### config.mk
export PLATFORM = sky130hd
export DESIGN_NAME = instr_issuer_flat
export DESIGN_NICKNAME = d
export VERILOG_FILES = /design/src/rtl/led_pkg.sv /design/src/rtl/instr_issuer_if.sv /design/src/rtl/instr_issuer_sync_fifo.sv /design/src/rtl/instr_issuer.sv /design/src/flat_wrapper.sv
export SDC_FILE = /design/constraint.sdc
export NUM_CORES = 1
export LEC_CHECK = 0
export BUFFER_PORTS_ARGS = -buffer_cell sky130_fd_sc_hd__buf_4
export CAP_MARGIN = 25
export CORE_MARGIN = 1
export CORE_UTILIZATION = 52
export CTS_CLUSTER_DIAMETER = 200
export DETAILED_ROUTE_END_ITERATION = 10
export GPL_ROUTABILITY_DRIVEN = 0
export MAX_ROUTING_LAYER = met4
export PLACE_DENSITY = 0.75
export SETUP_SLACK_MARGIN = 0.02
export SLEW_MARGIN = 20
export SYNTH_ARGS = -nofsm -noshare
export SYNTH_HDL_FRONTEND = slang
export SYNTH_SLANG_ARGS = --single-unit
### constraint.sdc
create_clock -name clk -period 2.15 [get_ports clk]
set_input_delay 0.43 -clock clk [delete_from_list [all_inputs] [get_ports clk]]
set_output_delay 0.43 -clock clk [all_outputs]
set_load 0.01 [all_outputs]
### src/rtl/led_pkg.sv
// Shared LED controller definitions: op codes, controller states,
// instruction field positions and the issuer FSM state type.
package led_pkg;

  localparam logic [7:0] OP_NOP                 = 8'd0;
  localparam logic [7:0] OP_BUFFER_DATA         = 8'd1;
  localparam logic [7:0] OP_SEND_LATCH          = 8'd4;
  localparam logic [7:0] OP_SET_CONTINUOUS_SKIP = 8'd20;
  localparam logic [7:0] OP_MAX                 = OP_SET_CONTINUOUS_SKIP;

  localparam logic [3:0] ST_READY    = 4'd0;
  localparam logic [3:0] ST_WAIT_LAT = 4'd1;

  localparam int OP_MSB  = 31;
  localparam int OP_LSB  = 24;
  localparam int IDX_MSB = 23;
  localparam int IDX_LSB = 16;

  localparam logic [31:0] NOP_WORD = 32'h0;

  typedef enum logic [1:0] {
    S_IDLE,
    S_ISSUE,
    S_SETTLE,
    S_WAIT
  } iss_state_e;

endpackage

### src/rtl/instr_issuer_if.sv
// Writer-to-issuer instruction handshake.
// A push happens on a clock edge where in_valid && in_ready.
interface instr_issuer_if;
  logic [31:0] in_instr;
  logic        in_valid;
  logic        in_ready;

  modport master (
    output in_instr,
    output in_valid,
    input  in_ready
  );

  modport slave (
    input  in_instr,
    input  in_valid,
    output in_ready
  );
endinterface

### src/rtl/instr_issuer_sync_fifo.sv
// Single-clock FIFO with occupancy count and synchronous flush.
// Pointers wrap naturally because DEPTH is a power of two.
module sync_fifo #(
  parameter int WIDTH = 32,
  parameter int DEPTH = 4
) (
  input  logic                     clk,
  input  logic                     rst_n,
  input  logic                     push,
  input  logic                     pop,
  input  logic                     flush,
  input  logic [WIDTH-1:0]         wdata,
  output logic [WIDTH-1:0]         rdata,
  output logic                     full,
  output logic                     empty,
  output logic [$clog2(DEPTH):0]   level
);
  localparam int AW = $clog2(DEPTH);

  logic [WIDTH-1:0] mem_q [DEPTH];
  logic [AW-1:0]    wptr_q;
  logic [AW-1:0]    rptr_q;
  logic [AW:0]      cnt_q;
  logic             do_push;
  logic             do_pop;

  assign full    = (cnt_q == (AW+1)'(DEPTH));
  assign empty   = (cnt_q == '0);
  assign level   = cnt_q;
  assign rdata   = mem_q[rptr_q];
  assign do_push = push && !full && !flush;
  assign do_pop  = pop && !empty && !flush;

  always_ff @(posedge clk) begin
    if (do_push) mem_q[wptr_q] <= wdata;
  end

  always_ff @(posedge clk or negedge rst_n) begin
    if (!rst_n) begin
      wptr_q <= '0;
      rptr_q <= '0;
      cnt_q  <= '0;
    end else if (flush) begin
      wptr_q <= '0;
      rptr_q <= '0;
      cnt_q  <= '0;
    end else begin
      if (do_push) wptr_q <= wptr_q + 1'b1;
      if (do_pop)  rptr_q <= rptr_q + 1'b1;
      unique case ({do_push, do_pop})
        2'b10:   cnt_q <= cnt_q + 1'b1;
        2'b01:   cnt_q <= cnt_q - 1'b1;
        default: cnt_q <= cnt_q;
      endcase
    end
  end

endmodule

### src/rtl/instr_issuer.sv
// Buffers LED instructions and pulses each one to the controller when READY.
// Define ISSUER_TIMEOUT_EN to add the WAIT_READY watchdog and timeout_err.
module instr_issuer
  import led_pkg::*;
#(
  parameter int DEPTH = 4
`ifdef ISSUER_TIMEOUT_EN
  , parameter int TIMEOUT = 255
`endif
) (
  input  logic                   clk,
  input  logic                   rst_n,
  instr_issuer_if.slave          wr,
  input  logic                   flush,
  input  logic [3:0]             ctrl_state,
  output logic [31:0]            instruction,
  output logic                   busy,
  output logic [$clog2(DEPTH):0] level
`ifdef ISSUER_TIMEOUT_EN
  , output logic                 timeout_err
`endif
);
  localparam int AW = $clog2(DEPTH);

  iss_state_e  state_q;
  logic [31:0] instr_q;
  logic [31:0] head;
  logic        full;
  logic        empty;
  logic        pop;
  logic        ctrl_ready;

  assign ctrl_ready  = (ctrl_state == ST_READY);
  assign wr.in_ready = !full;
  assign pop         = (state_q == S_IDLE) && !empty
                       && ctrl_ready && !flush;
  assign instruction = instr_q;
  assign busy        = (state_q != S_IDLE) || !empty;

  sync_fifo #(
    .WIDTH (32),
    .DEPTH (DEPTH)
  ) u_fifo (
    .clk   (clk),
    .rst_n (rst_n),
    .push  (wr.in_valid),
    .pop   (pop),
    .flush (flush),
    .wdata (wr.in_instr),
    .rdata (head),
    .full  (full),
    .empty (empty),
    .level (level)
  );

`ifdef ISSUER_TIMEOUT_EN
  localparam int CW = $clog2(TIMEOUT + 1);
  logic [CW-1:0] cnt_q;
  logic          err_q;
  assign timeout_err = err_q;
`endif

  always_ff @(posedge clk or negedge rst_n) begin
    if (!rst_n) begin
      state_q <= S_IDLE;
      instr_q <= NOP_WORD;
`ifdef ISSUER_TIMEOUT_EN
      cnt_q   <= '0;
      err_q   <= 1'b0;
`endif
    end else if (flush) begin
      state_q <= S_IDLE;
      instr_q <= NOP_WORD;
`ifdef ISSUER_TIMEOUT_EN
      cnt_q   <= '0;
      err_q   <= 1'b0;
`endif
    end else begin
      unique case (state_q)
        S_IDLE: begin
          if (pop) begin
            instr_q <= head;
            state_q <= S_ISSUE;
          end else begin
            instr_q <= NOP_WORD;
          end
        end
        S_ISSUE: begin
          instr_q <= NOP_WORD;
          state_q <= S_SETTLE;
        end
        S_SETTLE: begin
          instr_q <= NOP_WORD;
          state_q <= S_WAIT;
`ifdef ISSUER_TIMEOUT_EN
          cnt_q   <= '0;
`endif
        end
        S_WAIT: begin
          instr_q <= NOP_WORD;
          if (ctrl_ready) begin
            state_q <= S_IDLE;
`ifdef ISSUER_TIMEOUT_EN
          end else if (cnt_q == CW'(TIMEOUT - 1)) begin
            // Give up on this op; the next issue still needs READY
            err_q   <= 1'b1;
            state_q <= S_IDLE;
          end else begin
            cnt_q   <= cnt_q + 1'b1;
`endif
          end
        end
        default: begin
          instr_q <= NOP_WORD;
          state_q <= S_IDLE;
        end
      endcase
    end
  end

endmodule
### src/flat_wrapper.sv
// flat-port wrapper written by rule: the top's interface ports become plain ports
module instr_issuer_flat import led_pkg::*;
#(
  parameter int DEPTH = 4

)
  (clk, rst_n, flush, ctrl_state, instruction, busy, level, wr_in_instr, wr_in_valid, wr_in_ready);
  instr_issuer_if wr_i ();
  input  logic clk;
  input  logic rst_n;
  input  logic flush;
  input  logic [3:0] ctrl_state;
  output logic [31:0] instruction;
  output logic busy;
  output logic [$clog2(DEPTH):0] level;
  input wire logic [$bits(wr_i.in_instr)-1:0] wr_in_instr;
  input wire logic [$bits(wr_i.in_valid)-1:0] wr_in_valid;
  output wire logic [$bits(wr_i.in_ready)-1:0] wr_in_ready;
  assign wr_i.in_instr = wr_in_instr;
  assign wr_i.in_valid = wr_in_valid;
  assign wr_in_ready = wr_i.in_ready;
  instr_issuer #(.DEPTH(DEPTH)) u_core (.clk(clk), .rst_n(rst_n), .wr(wr_i), .flush(flush), .ctrl_state(ctrl_state), .instruction(instruction), .busy(busy), .level(level));
endmodule
==> results.py <==
metrics = {
    "clocking": {
        "cts_sinks": 169,
        "h-tree-depth": 4,
        "clkTransAtPathRegs_ps": 60,
        "cts_root_buf": "clkbuf_16",
        "worstSkewPairLatency_ps": 420,
        "ctsHoldBuffers": 0,
        "cts_tree": "yes",
        "numCtsBuffers": 17,
        "clockBufferDepth": 2,
    },
    "floorplanning": {
        "coreArea_um2": 11700,
        "start_util": 0.544,
        "dieHeight_um": 113,
        "die_area_um2": 12700,
        "fp.dieW_um": 113,
        "ios": 77,
        "num_rows": 39,
    },
    "synth": {
        "yosys.area.top_type": "edfxtp_1",
        "ys.flop_type": "edfxtp_1",
        "ys_seq_area_frac": 0.767,
        "synth_area_um2": 6350,
        "synth.avg_cell_area_um2": 20.4,
        "syn_nets": 358,
        "syn_inst": 311,
        "synth-edff-count": 128,
        "synth_seq_cells": 169,
        "ys_types": 42,
        "synthArstFlopShare": 0.243,
        "synth_area_leaders": "edfxtp_1 (61%), dfrtp_1 (16%), mux4_2 (11%)",
        "synth_top_area_frac": 0.605,
        "ys_warn_count": 0,
    },
    "sta": {
        "finalSetupTns_ps": 0,
        "clock.fmax_mhz": 482,
        "finalCriticalPeriod_ps": 2070,
        "setup_viol": 0,
        "post-route-period-util": 0.965,
        "tightest_slew_ps": 570,
        "relSlewSlack": 0.620,
        "fin_ws_ps": 75.4,
        "rsz0062_at_grt": "true",
        "drv_slew": 0,
        "hold_violations": 0,
        "holdWs_ps": 10.4,
        "fin_worst_skew_ps": 6.79,
    },
    "grt": {
        "gr-total-overflow": 0,
        "grt_first_pass_wirelength_um": 18000,
        "grt_max_degree": 42,
        "gr-usage-all-layers": 0.207,
        "antenna_found_initial": 0,
        "first_global_vias": 3393,
    },
    "min_path": {
        "hold_path_class": "primary input to async pin",
    },
    "setup_path": {
        "r2r_cells": 8,
        "critical-path-slowest-cell": "or3_4",
        "cp-end-kind": "flip-flop",
        "crit_fanout": 4,
        "crit_family": "simple AND/OR/NAND/NOR gates",
        "r2r-end": "u_core.u_fifo.level[2]",
        "reg2reg_from": "u_core.u_fifo.level[1]",
        "crit_arrival_ps": 2410,
        "cp.required_ps": 2490,
        "slowest_delay_ps": 430,
        "crit_type": "flip-flop to flip-flop",
        "path_buf_inv": 0,
        "start_kind": "flip-flop",
        "path_cells": "or3_4 -> nand3_4 -> or2_4 -> a21oi_2 -> fa_2 -> nor4_4 -> a21oi_1 -> a31oi_1",
        "r2r_slack_ps": 80,
    },
    "power": {
        "comb_power_share": 0.065,
        "switching_share": 0.199,
        "total_power_uw": 7270,
        "p_switching_uw": 1450,
        "p_per_area_nw_per_um2": 919,
        "ir_worst_vdd_v": 0.000994,
        "power.share.clock": 0.434,
        "p_int_uw": 5820,
        "leakage_uw": 0.00295,
        "pwr-share-seq": 0.502,
    },
    "drt": {
        "vias": 3110,
        "first_iter_violations": 154,
        "routed_wl_um": 11400,
        "vias_per_cell": 5.45,
        "drc": 0,
        "route.antenna.remaining_nets": 0,
        "wire_per_inst_um": 19.9,
        "dr.pass1.iters": 4,
    },
    "final_layout": {
        "syn2layout_area_growth_pct": 24.5,
        "post-route-cell-area_um2": 7910,
        "final_common_cell": "edfxtp_1",
        "diodes": 0,
        "post_route_cells_drive_above_1_share": 0.442,
        "fillers": 741,
        "nNetsFinal": 462,
        "final_cell_mix": "edfxtp_1 (128), buf_4 (95), dfrtp_1 (37)",
    },
    "place": {
        "place_area_um2": 7220,
        "hpwl_um": 6880,
        "post-place-ws_ps": -95.1,
        "port_buffers": 76,
    },
    "outcome": {
        "outcome": "finished clean",
    },
    "job": {
        "maxCapViolations": 0,
    },
}
==> metrics by stage <==
| stage | cells | util |
|---|---|---|
| after floorplan | 311 | - |
| after global placement | 536 | 0.619 |
| after detailed placement | 536 | 0.619 |
| after CTS | 569 | 0.675 |
| after global routing | 571 | 0.678 |
| final | 571 | 0.678 |
==> cell usage after synthesis, types with 4 or more instances <==
| master | count |
|---|---|
| and2_1 | 5 |
| edfxtp_1 | 128 |
| clkbuf_1 | 6 |
| dfrtp_1 | 41 |
| mux4_2 | 32 |
| nor2_1 | 9 |
| ha_1 | 6 |
| xnor2_1 | 4 |
| inv_1 | 6 |
| buf_2 | 4 |
| nor2b_2 | 5 |
| nor2b_1 | 25 |
==> flip-flops by register name, summed over array words and instances (netlist names) <==
signal / flops
u_core.u_fifo.level: 3
u_core.state_q: 2
u_core.u_fifo.wptr_q: 2
u_core.u_fifo.mem_q: 128
u_core.instruction: 32
u_core.u_fifo.rptr_q: 2
==> cells by family after synthesis <==
family | count (synthesis) | synth area share
DFF | 169 | 0.767
and+or+nand+nor | 65 | 0.0664
muxes | 33 | 0.115
buffers and inverters | 20 | 0.0162
AOI/OAI and AO/OA | 11 | 0.0122
adders and majority gates | 7 | 0.0150
xor gates and xnor gates | 6 | 0.00828
==> power by group through the flow <==
stage	clock [µW]	sequential [µW]	combinational, µW
2_1_floorplan	0	3710	215
3_3_place_gp	0	3700	415
3_5_place_dp	0	3710	432
4_1_cts	3220	3640	449
5_1_grt	3350	3650	514
6_report	3150	3640	470
==> cell type report <==
type / count / area, µm² / share of cell area
Sequential cell: 169 / 4870 / 0.616
Multi-Input combinational cell: 122 / 1430 / 0.181
Timing Repair Buffer: 99 / 785 / 0.0992
Clock buffer: 19 / 443 / 0.0560
Tap cell: 143 / 179 / 0.0226
Clock inverter: 13 / 176 / 0.0223
Inverter: 6 / 22.5 / 0.00285
==> metal layers <==
layer  GRT usage  routed length (µm)  vias up
met1       0.237                4520     1605
li1            -                   -     1400
met5           -                   0        -
met4      0.0960                 293        0
met3      0.0691                 570       19
met2       0.333                5980       86
==> timing repair <==
action,in CTS,in global routing
pin swaps,1,3
setup endpoints to repair,2,3
setup buffers,1,2
resized for setup,4,7
==> worst max-delay path by stage <==
stage / startpoint / end / slack, ps / depth (start not counted)
floorplan: u_core.u_fifo.level[1] / u_core.u_fifo.level[2] / -160 / 9
global placement: ctrl_state[2] / u_core.u_fifo.level[2] / -10 / 10
detailed placement: ctrl_state[2] / u_core.u_fifo.level[2] / -100 / 10
CTS: u_core.state_q[0] / busy / 9 / 6
global route: u_core.u_fifo.level[1] / u_core.u_fifo.level[2] / 2 / 8
finish: u_core.u_fifo.level[1] / u_core.u_fifo.level[2] / 80 / 8
Power figures use the tool's default switching activity.
